--- config.mk ---
export PLATFORM = sky130hd
export DESIGN_NAME = uop_crack_sequencer
export DESIGN_NICKNAME = d
export VERILOG_FILES = /design/src/rtl/ppc_crack_pkg.sv /design/src/rtl/uop_crack_sequencer_mw_step_gen.sv /design/src/rtl/uop_crack_sequencer.sv
export SDC_FILE = /design/constraint.sdc
export NUM_CORES = 1
export LEC_CHECK = 0
export CORE_MARGIN = 3
export CORE_UTILIZATION = 45
export CTS_BUF_LIST = sky130_fd_sc_hd__clkbuf_4 sky130_fd_sc_hd__clkbuf_8 sky130_fd_sc_hd__clkbuf_16
export CTS_CLUSTER_DIAMETER = 40
export DETAILED_ROUTE_END_ITERATION = 6
export GPL_TIMING_DRIVEN = 0
export PLACE_DENSITY = 0.77
export SYNTH_ARGS = -nofsm -noshare
export SYNTH_HDL_FRONTEND = slang
export SYNTH_HIERARCHICAL = 1
export SYNTH_SLANG_ARGS = --single-unit
--- constraint.sdc ---
create_clock -name clk -period 2.87 [get_ports clk]
set_input_delay 0.861 -clock clk [delete_from_list [all_inputs] [get_ports clk]]
set_output_delay 0.861 -clock clk [all_outputs]
set_load 0.01 [all_outputs]
--- src/rtl/ppc_crack_pkg.sv ---
// Shared encodings and helpers for the decode-stage instruction cracker.
package ppc_crack_pkg;

  localparam int unsigned KIND_W = 2;
  localparam int unsigned GPR_W  = 5;

  localparam logic [GPR_W-1:0] LAST_GPR = 5'd31;

  typedef enum logic [KIND_W-1:0] {
    KIND_PLAIN = 2'b00,
    KIND_UPD   = 2'b01,
    KIND_MW    = 2'b10,
    KIND_RSVD  = 2'b11
  } kind_e;

  typedef enum logic [1:0] {
    S_IDLE = 2'b00,
    S_UPD  = 2'b01,
    S_MW   = 2'b10
  } state_e;

  // Per-micro-op control flags handed to the cracker mux
  typedef struct packed {
    logic fetch_stall;
    logic uop_first;
    logic uop_last;
    logic uop_upd;
    logic int_inject;
  } uop_ctl_t;

  // Reserved kind decodes as a plain instruction
  function automatic kind_e norm_kind(input logic [KIND_W-1:0] raw);
    kind_e k;
    k = kind_e'(raw);
    if (k == KIND_RSVD) k = KIND_PLAIN;
    return k;
  endfunction

endpackage

--- src/rtl/uop_crack_sequencer_mw_step_gen.sv ---
// Register/displacement stepper for load/store-multiple micro-op sequences.
module mw_step_gen
  import ppc_crack_pkg::*;
#(
  parameter int unsigned D_WIDTH   = 16,
  parameter int unsigned DISP_STEP = 4
) (
  input  logic               clk,
  input  logic               rst_n,
  input  logic               load,
  input  logic               step,
  input  logic [GPR_W-1:0]   load_rt,
  input  logic [D_WIDTH-1:0] load_d,
  output logic [GPR_W-1:0]   rt,
  output logic [D_WIDTH-1:0] d,
  output logic               last_o
);

  // Load points at the second word; step advances one word; otherwise hold
  always_ff @(posedge clk or negedge rst_n) begin
    if (!rst_n) begin
      rt <= '0;
      d  <= '0;
    end else if (load) begin
      rt <= GPR_W'(load_rt + GPR_W'(1));
      d  <= D_WIDTH'(load_d + D_WIDTH'(DISP_STEP));
    end else if (step) begin
      rt <= GPR_W'(rt + GPR_W'(1));
      d  <= D_WIDTH'(d + D_WIDTH'(DISP_STEP));
    end
  end

  // Final word of the sequence is always the last GPR
  assign last_o = (rt == LAST_GPR);

endmodule

--- src/rtl/uop_crack_sequencer.sv ---
// Steps update-form and multiword instructions through their micro-ops,
// holds fetch mid-sequence and gates interrupts to instruction boundaries.
module uop_crack_sequencer
  import ppc_crack_pkg::*;
#(
  parameter int unsigned PC_WIDTH  = 32,
  parameter int unsigned D_WIDTH   = 16,
  parameter int unsigned DISP_STEP = 4
) (
  input  logic               clk,
  input  logic               rst_n,
  input  logic               issue_valid,
  input  logic [KIND_W-1:0]  issue_kind,
  input  logic [GPR_W-1:0]   issue_rt,
  input  logic [D_WIDTH-1:0] issue_d,
  input  logic               issue_nop,
  input  logic               hold,
  input  logic               int_req,
  output logic               fetch_stall,
  output logic               uop_first,
  output logic               uop_last,
  output logic               uop_upd,
  output logic [GPR_W-1:0]   uop_rt,
  output logic [D_WIDTH-1:0] uop_d,
  output logic               int_inject,
  output logic               int_ack
);

  // The sequencer never sees the PC itself; the width only has to be sane
  if (PC_WIDTH == 0) begin : g_pc_width_bad
    $error("PC_WIDTH must be nonzero");
  end

  state_e             state_q;
  state_e             state_d;
  kind_e              kind;
  logic               mw_load;
  logic               mw_step;
  logic               mw_last;
  logic [GPR_W-1:0]   rt_r;
  logic [D_WIDTH-1:0] d_r;
  uop_ctl_t           ctl;
  logic [GPR_W-1:0]   rt_c;
  logic [D_WIDTH-1:0] d_c;

  assign kind = norm_kind(issue_kind);

  // Counter controls: load on a multi-word issue, step while in MW short of the end
  assign mw_load = !hold && (state_q == S_IDLE) && issue_valid &&
                   (kind == KIND_MW) && (issue_rt != LAST_GPR);
  assign mw_step = !hold && (state_q == S_MW) && !mw_last;

  mw_step_gen #(
    .D_WIDTH   (D_WIDTH),
    .DISP_STEP (DISP_STEP)
  ) u_mw_step_gen (
    .clk     (clk),
    .rst_n   (rst_n),
    .load    (mw_load),
    .step    (mw_step),
    .load_rt (issue_rt),
    .load_d  (issue_d),
    .rt      (rt_r),
    .d       (d_r),
    .last_o  (mw_last)
  );

  // State register
  always_ff @(posedge clk or negedge rst_n) begin
    if (!rst_n) state_q <= S_IDLE;
    else        state_q <= state_d;
  end

  // Next-state logic; hold freezes the sequencer
  always_comb begin
    state_d = state_q;
    if (!hold) begin
      case (state_q)
        S_IDLE: begin
          if (issue_valid) begin
            if (kind == KIND_UPD)    state_d = S_UPD;
            else if (mw_load)        state_d = S_MW;
          end
        end
        S_UPD:   state_d = S_IDLE;
        S_MW:    if (mw_last) state_d = S_IDLE;
        default: state_d = S_IDLE;
      endcase
    end
  end

  // Output decode from state, counters and the issuing instruction
  always_comb begin
    ctl  = '0;
    rt_c = '0;
    d_c  = '0;
    if (rst_n) begin
      case (state_q)
        S_IDLE: begin
          if (issue_valid) begin
            ctl.uop_first = 1'b1;
            case (kind)
              KIND_UPD: ctl.fetch_stall = 1'b1;
              KIND_MW: begin
                rt_c = issue_rt;
                d_c  = issue_d;
                if (issue_rt == LAST_GPR) ctl.uop_last    = 1'b1;
                else                      ctl.fetch_stall = 1'b1;
              end
              default: begin
                ctl.uop_last   = 1'b1;
                ctl.int_inject = issue_nop && int_req && !hold;
              end
            endcase
          end
        end
        S_UPD: begin
          ctl.uop_upd  = 1'b1;
          ctl.uop_last = 1'b1;
        end
        S_MW: begin
          rt_c = rt_r;
          d_c  = d_r;
          if (mw_last) ctl.uop_last    = 1'b1;
          else         ctl.fetch_stall = 1'b1;
        end
        default: ctl = '0;
      endcase
    end
  end

  assign fetch_stall = ctl.fetch_stall;
  assign uop_first   = ctl.uop_first;
  assign uop_last    = ctl.uop_last;
  assign uop_upd     = ctl.uop_upd;
  assign int_inject  = ctl.int_inject;
  assign int_ack     = ctl.int_inject;
  assign uop_rt      = rt_c;
  assign uop_d       = d_c;

endmodule

# Word level (Yosys, flattened, before mapping)
# Index checks and enable logic that the tools add are counted.
[word_totals]
wordCells = 66
register_bits = 23
input_bits = 29
[classes]
eq_ne = 11
reduce_logical = 14
mux = 33
bitwise_logic = 1
add_sub_neg = 4
[ops]
columns = ["cell", "n"]
rows = [
  ["$mux 16", 5],
  ["$add 16x3->16 const B", 2],
  ["$pmux 16 s2", 1],
  ["$mux 5", 6],
  ["$add 5x1->5 const B", 2],
  ["$eq 5x5->1 const B", 2],
  ["$mux 2", 5],
  ["$pmux 5 s2", 1],
  ["$mux 1", 9],
  ["$logic_and 1x1->1", 8],
  ["$eq 2x2->1 const B", 3],
  ["$pmux 1 s2", 3],
  ["$ne 5x5->1 const B", 1],
  ["$eq 2x1->1 const B", 2],
  ["$ne 2x2->1 const B", 2],
  ["$pmux 2 s2", 1],
  ["$reduce_and 4->1", 1],
  ["$mux 3", 1],
  ["$ne 3x2->1 const B", 1],
  ["$pmux 1 s3", 1],
  ["$logic_not 1->1", 2],
  ["$logic_not 2->1", 1],
  ["$reduce_bool 2->1", 1],
  ["$reduce_or 2->1", 1],
  ["$not 1->1", 1],
]

# Logic depth before layout (Yosys ltp)
[depth]
word_depth = 9
ltp_mapped = 14

# Hierarchy
# The synthesis kept the hierarchy.
[by_module_without_submodules]
columns = ["mod", "seq_area_each_um2", "instances", "area_each_um2", "cells_each"]
rows = [
  ["mw_step_gen", 525.5, 1, 1526.5, 155],
  ["uop_crack_sequencer", 50.0, 1, 762.0, 89],
]

# Worst setup path before layout
# No wires, ideal clock.
[synth_path]
path_kind = "input port to flip-flop"
from = "input issue_kind[0]"
to = "register u_mw_step_gen.d[12]"
t_arrival_ps = 3584
setup_slack_ps = -843
stages = 14
setup_time_ps = 130
path_cell_list = "inv_1 > ha_1 > o21ai_1 > nor4_1 > buf_2 > buf_2 > clkbuf_1 > o21ai_0 > ha_1 > nand4b_1 > nand2_1 > nand4_1 > xor2_1 > mux2i_1"
[synth_via]
elab_chain_cells = 6
[synth_rtl]
columns = ["item", "line", "text"]
rows = [
  ["start: declaration", "uop_crack_sequencer.sv:13", "input logic [KIND_W-1:0] issue_kind,"],
  ["$eq 2x2->1", "ppc_crack_pkg.sv:35", "if (k == KIND_RSVD) k = KIND_PLAIN;"],
  ["$mux 2 (*)", "ppc_crack_pkg.sv:35", ""],
  ["$eq 2x2->1 (*)", "uop_crack_sequencer.sv:50", "(kind == KIND_MW) && (issue_rt != LAST_GPR);"],
  ["$logic_and 1x1->1 (*)", "uop_crack_sequencer.sv:49", "assign mw_load = !hold && (state_q == S_IDLE) && issue_valid &&"],
  ["$logic_and 1x1->1 (*)", "uop_crack_sequencer.sv:50", ""],
  ["named net mw_load", "uop_crack_sequencer.sv:37", "logic mw_load;"],
  ["$mux 16 / $reduce_bool 2->1 (equally long branches)", "-", ""],
  ["end signal: assignment", "uop_crack_sequencer_mw_step_gen.sv:26", "d <= D_WIDTH'(load_d + D_WIDTH'(DISP_STEP));"],
  ["end signal: assignment", "uop_crack_sequencer_mw_step_gen.sv:29", "d <= D_WIDTH'(d + D_WIDTH'(DISP_STEP));"],
  ["end: declaration", "uop_crack_sequencer_mw_step_gen.sv:15", "output logic [D_WIDTH-1:0] d,"],
]
# Mark *: on every way through the listed nets, which the timed path passes. The rest lies on a longest branch.
# A chain may end at the register's enable or synchronous reset.

# Worst setup path after layout
[layout_path]
from = "input issue_kind[0]"
to = "output fetch_stall"
[layout_via]
elab_chain_cells = 7
[layout_rtl]
columns = ["item", "line", "text"]
rows = [
  ["$eq 2x2->1", "ppc_crack_pkg.sv:35", ""],
  ["$mux 2 (*)", "ppc_crack_pkg.sv:35", ""],
  ["$eq 2x2->1 / $eq 2x1->1 (equally long branches)", "uop_crack_sequencer.sv:102", "case (kind)"],
  ["$pmux 1 s2 (*)", "uop_crack_sequencer.sv:102", ""],
  ["$mux 3 (*)", "uop_crack_sequencer.sv:100", "if (issue_valid) begin"],
  ["$pmux 1 s2 (*)", "uop_crack_sequencer.sv:98", "case (state_q)"],
  ["$mux 5 (*)", "uop_crack_sequencer.sv:97", "if (rst_n) begin"],
  ["end: declaration", "uop_crack_sequencer.sv:19", "output logic fetch_stall,"],
]
# Mark *: on every way between the ends. The rest lies on a longest branch, timed or not.

==> flow_summary.yaml <==
timing:
  final.min_clock_period_ns: 2.84
  fin_tns_setup_ns: 0
  fin_crit_sh_pct: 99.1
  grt_setup_unrepaired: "true"
  maxClockFrequency_mhz: 352
  hold_viol: 0
  timing.final.ws_setup_ns: 0.0254
  setup_viol: 0
  finalClockSkew_ns: 0.00508
  slew_headroom_pct: 65.1
  finalMaxSlewViolations: 0
  worst_slew_pin_slew_ns: 0.524
power:
  combPwrFrac_pct: 57.6
  p_switching_mw: 0.956
  seq_power_share_pct: 32.8
  p_int_mw: 1.20
  p_sw_share_pct: 44.4
  irDropWorstVdd_v: 0.000373
  power_density_nw_per_um2: 685
  power.share.clock_pct: 9.6
  power.leakage_nw: 1.24
placed_design:
  io_buffers: 55
  place_ws_ns: -1.49
  gp_congestion: 0.888
  dp.final_hpwl_um: 4310
grt:
  grt_max_degree: 29
  grt_pass1_wl_um: 10400
  grt_pass1_vias: 2109
  grt-ovfl-total: 0
  antenna_found_initial: 0
  grt_use_total_pct: 21.1
layout:
  utilization_pct: 65.2
  area_growth_pct: 37.3
  multiInputGateArea_um2: 1690
  final_nets: 357
  drive_gt1_share_pct: 44.0
  n_antenna_cell: 0
  register_area_um2: 576
  nFillCells: 413
synthesis:
  synth_top_flop_cell: "dfrtp_1"
  synth.distinct_cells: 43
  syn_inst: 244
  yosysWarnings: 6
  synth-edff-count: 0
  syn-num-nets: 277
  avgSynthCellArea_um2: 9.38
  syn-cell-area_um2: 2290
  synth-async-reset-ratio_pct: 100
  seq_area_frac_synth_pct: 25.2
  synth-seq-cells: 23
floorplanning:
  dieArea_um2: 5980
  die_h_um: 77.3
  initial_utilization_pct: 47.5
  core_um2: 4820
  die_w_um: 77.3
  ios: 56
  fp-row-count: 25
drt:
  drt-pass1-iter-count: 4
  wl_per_cell_um: 16.3
  via_per_inst: 5.60
  antenna_left: 0
  drc_errors: 0
  initialDrtViolationCount: 94
  via_count: 2183
  postRouteWirelength_um: 6360
clocking:
  clk_latency_ns: 0.26
  cts_made_buffers: 3
  clk_pin_slew_ns: 0.09
  cts_tree: "done"
  cts_sinks: 23
  cts_buffer_depth: 2
  cts_max_level: 1
  clock-root-buffer: "clkbuf_8"
  postCtsHoldBufs: 0
setup_path:
  startpoint_type: "input port"
  crit_fanout: 4
  worstPathArrival_ns: 1.98
  crit_type: "input port to output pin"
  setup.worst_path.end_class: "output pin"
  crit_required_ns: 2.01
run:
  drv_cap: 0
min_path:
  min_path_type: "input port to async pin"
run_status:
  status: "completed"
==> final timing paths <==
check	endpoint	slack [ns]	depth (start not counted)	startpoint
max	fetch_stall	0.03	9	issue_kind[0]
min	u_mw_step_gen/d[9]$_DFFE_PN0N_	0.44	1	rst_n
max reg2reg	u_mw_step_gen/d[12]$_DFFE_PN0N_	0.42	8	state_q[1]$_DFFE_PN0P_
min reg2reg	u_mw_step_gen/d[0]$_DFFE_PN0P_	0.54	1	u_mw_step_gen/d[0]$_DFFE_PN0P_
max in group asynchronous	u_mw_step_gen/d[5]$_DFFE_PN0N_	2.21	1	rst_n
min in group clk	u_mw_step_gen/d[0]$_DFFE_PN0P_	0.54	1	u_mw_step_gen/d[0]$_DFFE_PN0P_
==> power by group through the flow <==
stage          clock [mW]  combinational [mW]  sequential, mW
6_report            0.206                1.24           0.707
5_1_grt             0.226                1.36           0.732
4_1_cts             0.212                1.25           0.702
3_5_place_dp            0                1.25           0.707
3_3_place_gp            0                1.22           0.704
2_1_floorplan           0               0.899           0.653
==> synthesized netlist by cell type (5+ instances only) <==
cell	number	share of area, %
inv_1	6	0.98
nor2_1	5	0.82
a22oi_2	22	12
xnor2_1	6	2.3
nand3b_1	7	2.3
buf_4	6	2.0
xor2_1	26	10
nor2_2	20	5.5
dfrtp_1	23	25
mux2i_1	11	4.8
nand2_1	22	3.6
a21oi_1	7	1.5
nand3_1	17	3.7
mux2_2	8	3.9
nand4_1	7	1.9
==> per-stage QoR <==
stage                     area [um^2]  instances  power, mW  hold slack, ns
after CTS                        3160        379       2.17           0.448
after floorplan                  2370        244       1.55           0.500
after global routing             3140        390       2.32           0.442
final                            3140        390       2.15           0.440
after global placement           3000        366       1.92           0.509
after detailed placement         3000        366       1.95           0.519
==> cell families after synthesis <==
| logic type | count (synthesis) | share of synthesized area, % |
|---|---|---|
| buffers and inverters | 22 | 6.07 |
| multiplexers | 19 | 8.75 |
| AO/OA/AOI/OAI | 45 | 18.8 |
| flip-flops | 23 | 25.2 |
| adder cells (fa/ha/maj) | 4 | 2.19 |
| AND/OR/NAND/NOR | 99 | 26.8 |
| XOR/XNOR | 32 | 12.2 |
==> cell type report <==
class                   count  share of cell area, %
inverters                   6                   1.11
clock inverters             1                  0.159
well taps                  67                   2.67
multi-input cells         200                   53.7
plain buffers              15                   4.26
clock buffers               3                   1.31
flip-flops and latches     23                   18.3
repair buffers             75                   18.4
==> timing repair <==
action / 4_1_cts / 5_1_grt
gates resized for setup: 128 / 19
buffers inserted: 8 / 12
endpoints found under the setup margin: 48 / 31
cloned: 2 / 0
pin swaps: 9 / 13
==> placed cells by master, fill, tap and decap left out, drive strengths merged, types with 11 or more instances in the layout <==
| cell type | synthesis | layout |
|---|---|---|
| buf | 14 | 55 |
| xor2 | 26 | 26 |
| a22oi | 26 | 26 |
| nor2 | 25 | 25 |
| dfrtp | 23 | 23 |
| nand2 | 22 | 23 |
| clkdlybuf4s50 | 0 | 20 |
| nand3 | 19 | 19 |
| clkbuf | 2 | 13 |
| mux2i | 11 | 11 |
==> metal layers <==
metal | up-vias | part of all wire [%] | track usage, %
met5 | - | 0 | 0
met1 | 1067 | 42 | 28.0
met4 | 0 | 1.1 | 4.80
met2 | 67 | 52 | 36.5
met3 | 8 | 5.0 | 2.35
li1 | 1041 | - | -
==> state kept, by name (all words and copies together), names as in the netlist <==
register	flops
state_q	2
u_mw_step_gen/d	16
u_mw_step_gen/rt	5
==> critical path, stage by stage <==
cell and delay [ns]:
buf_6 0.11, inv_12 0.04, ha_4 0.13, buf_4 0.12, o21ai_4 0.06, buf_4 0.14
buf_4 0.12, a211oi_1 0.22, buf_2 0.18
(Power assumes the default switching activity.)
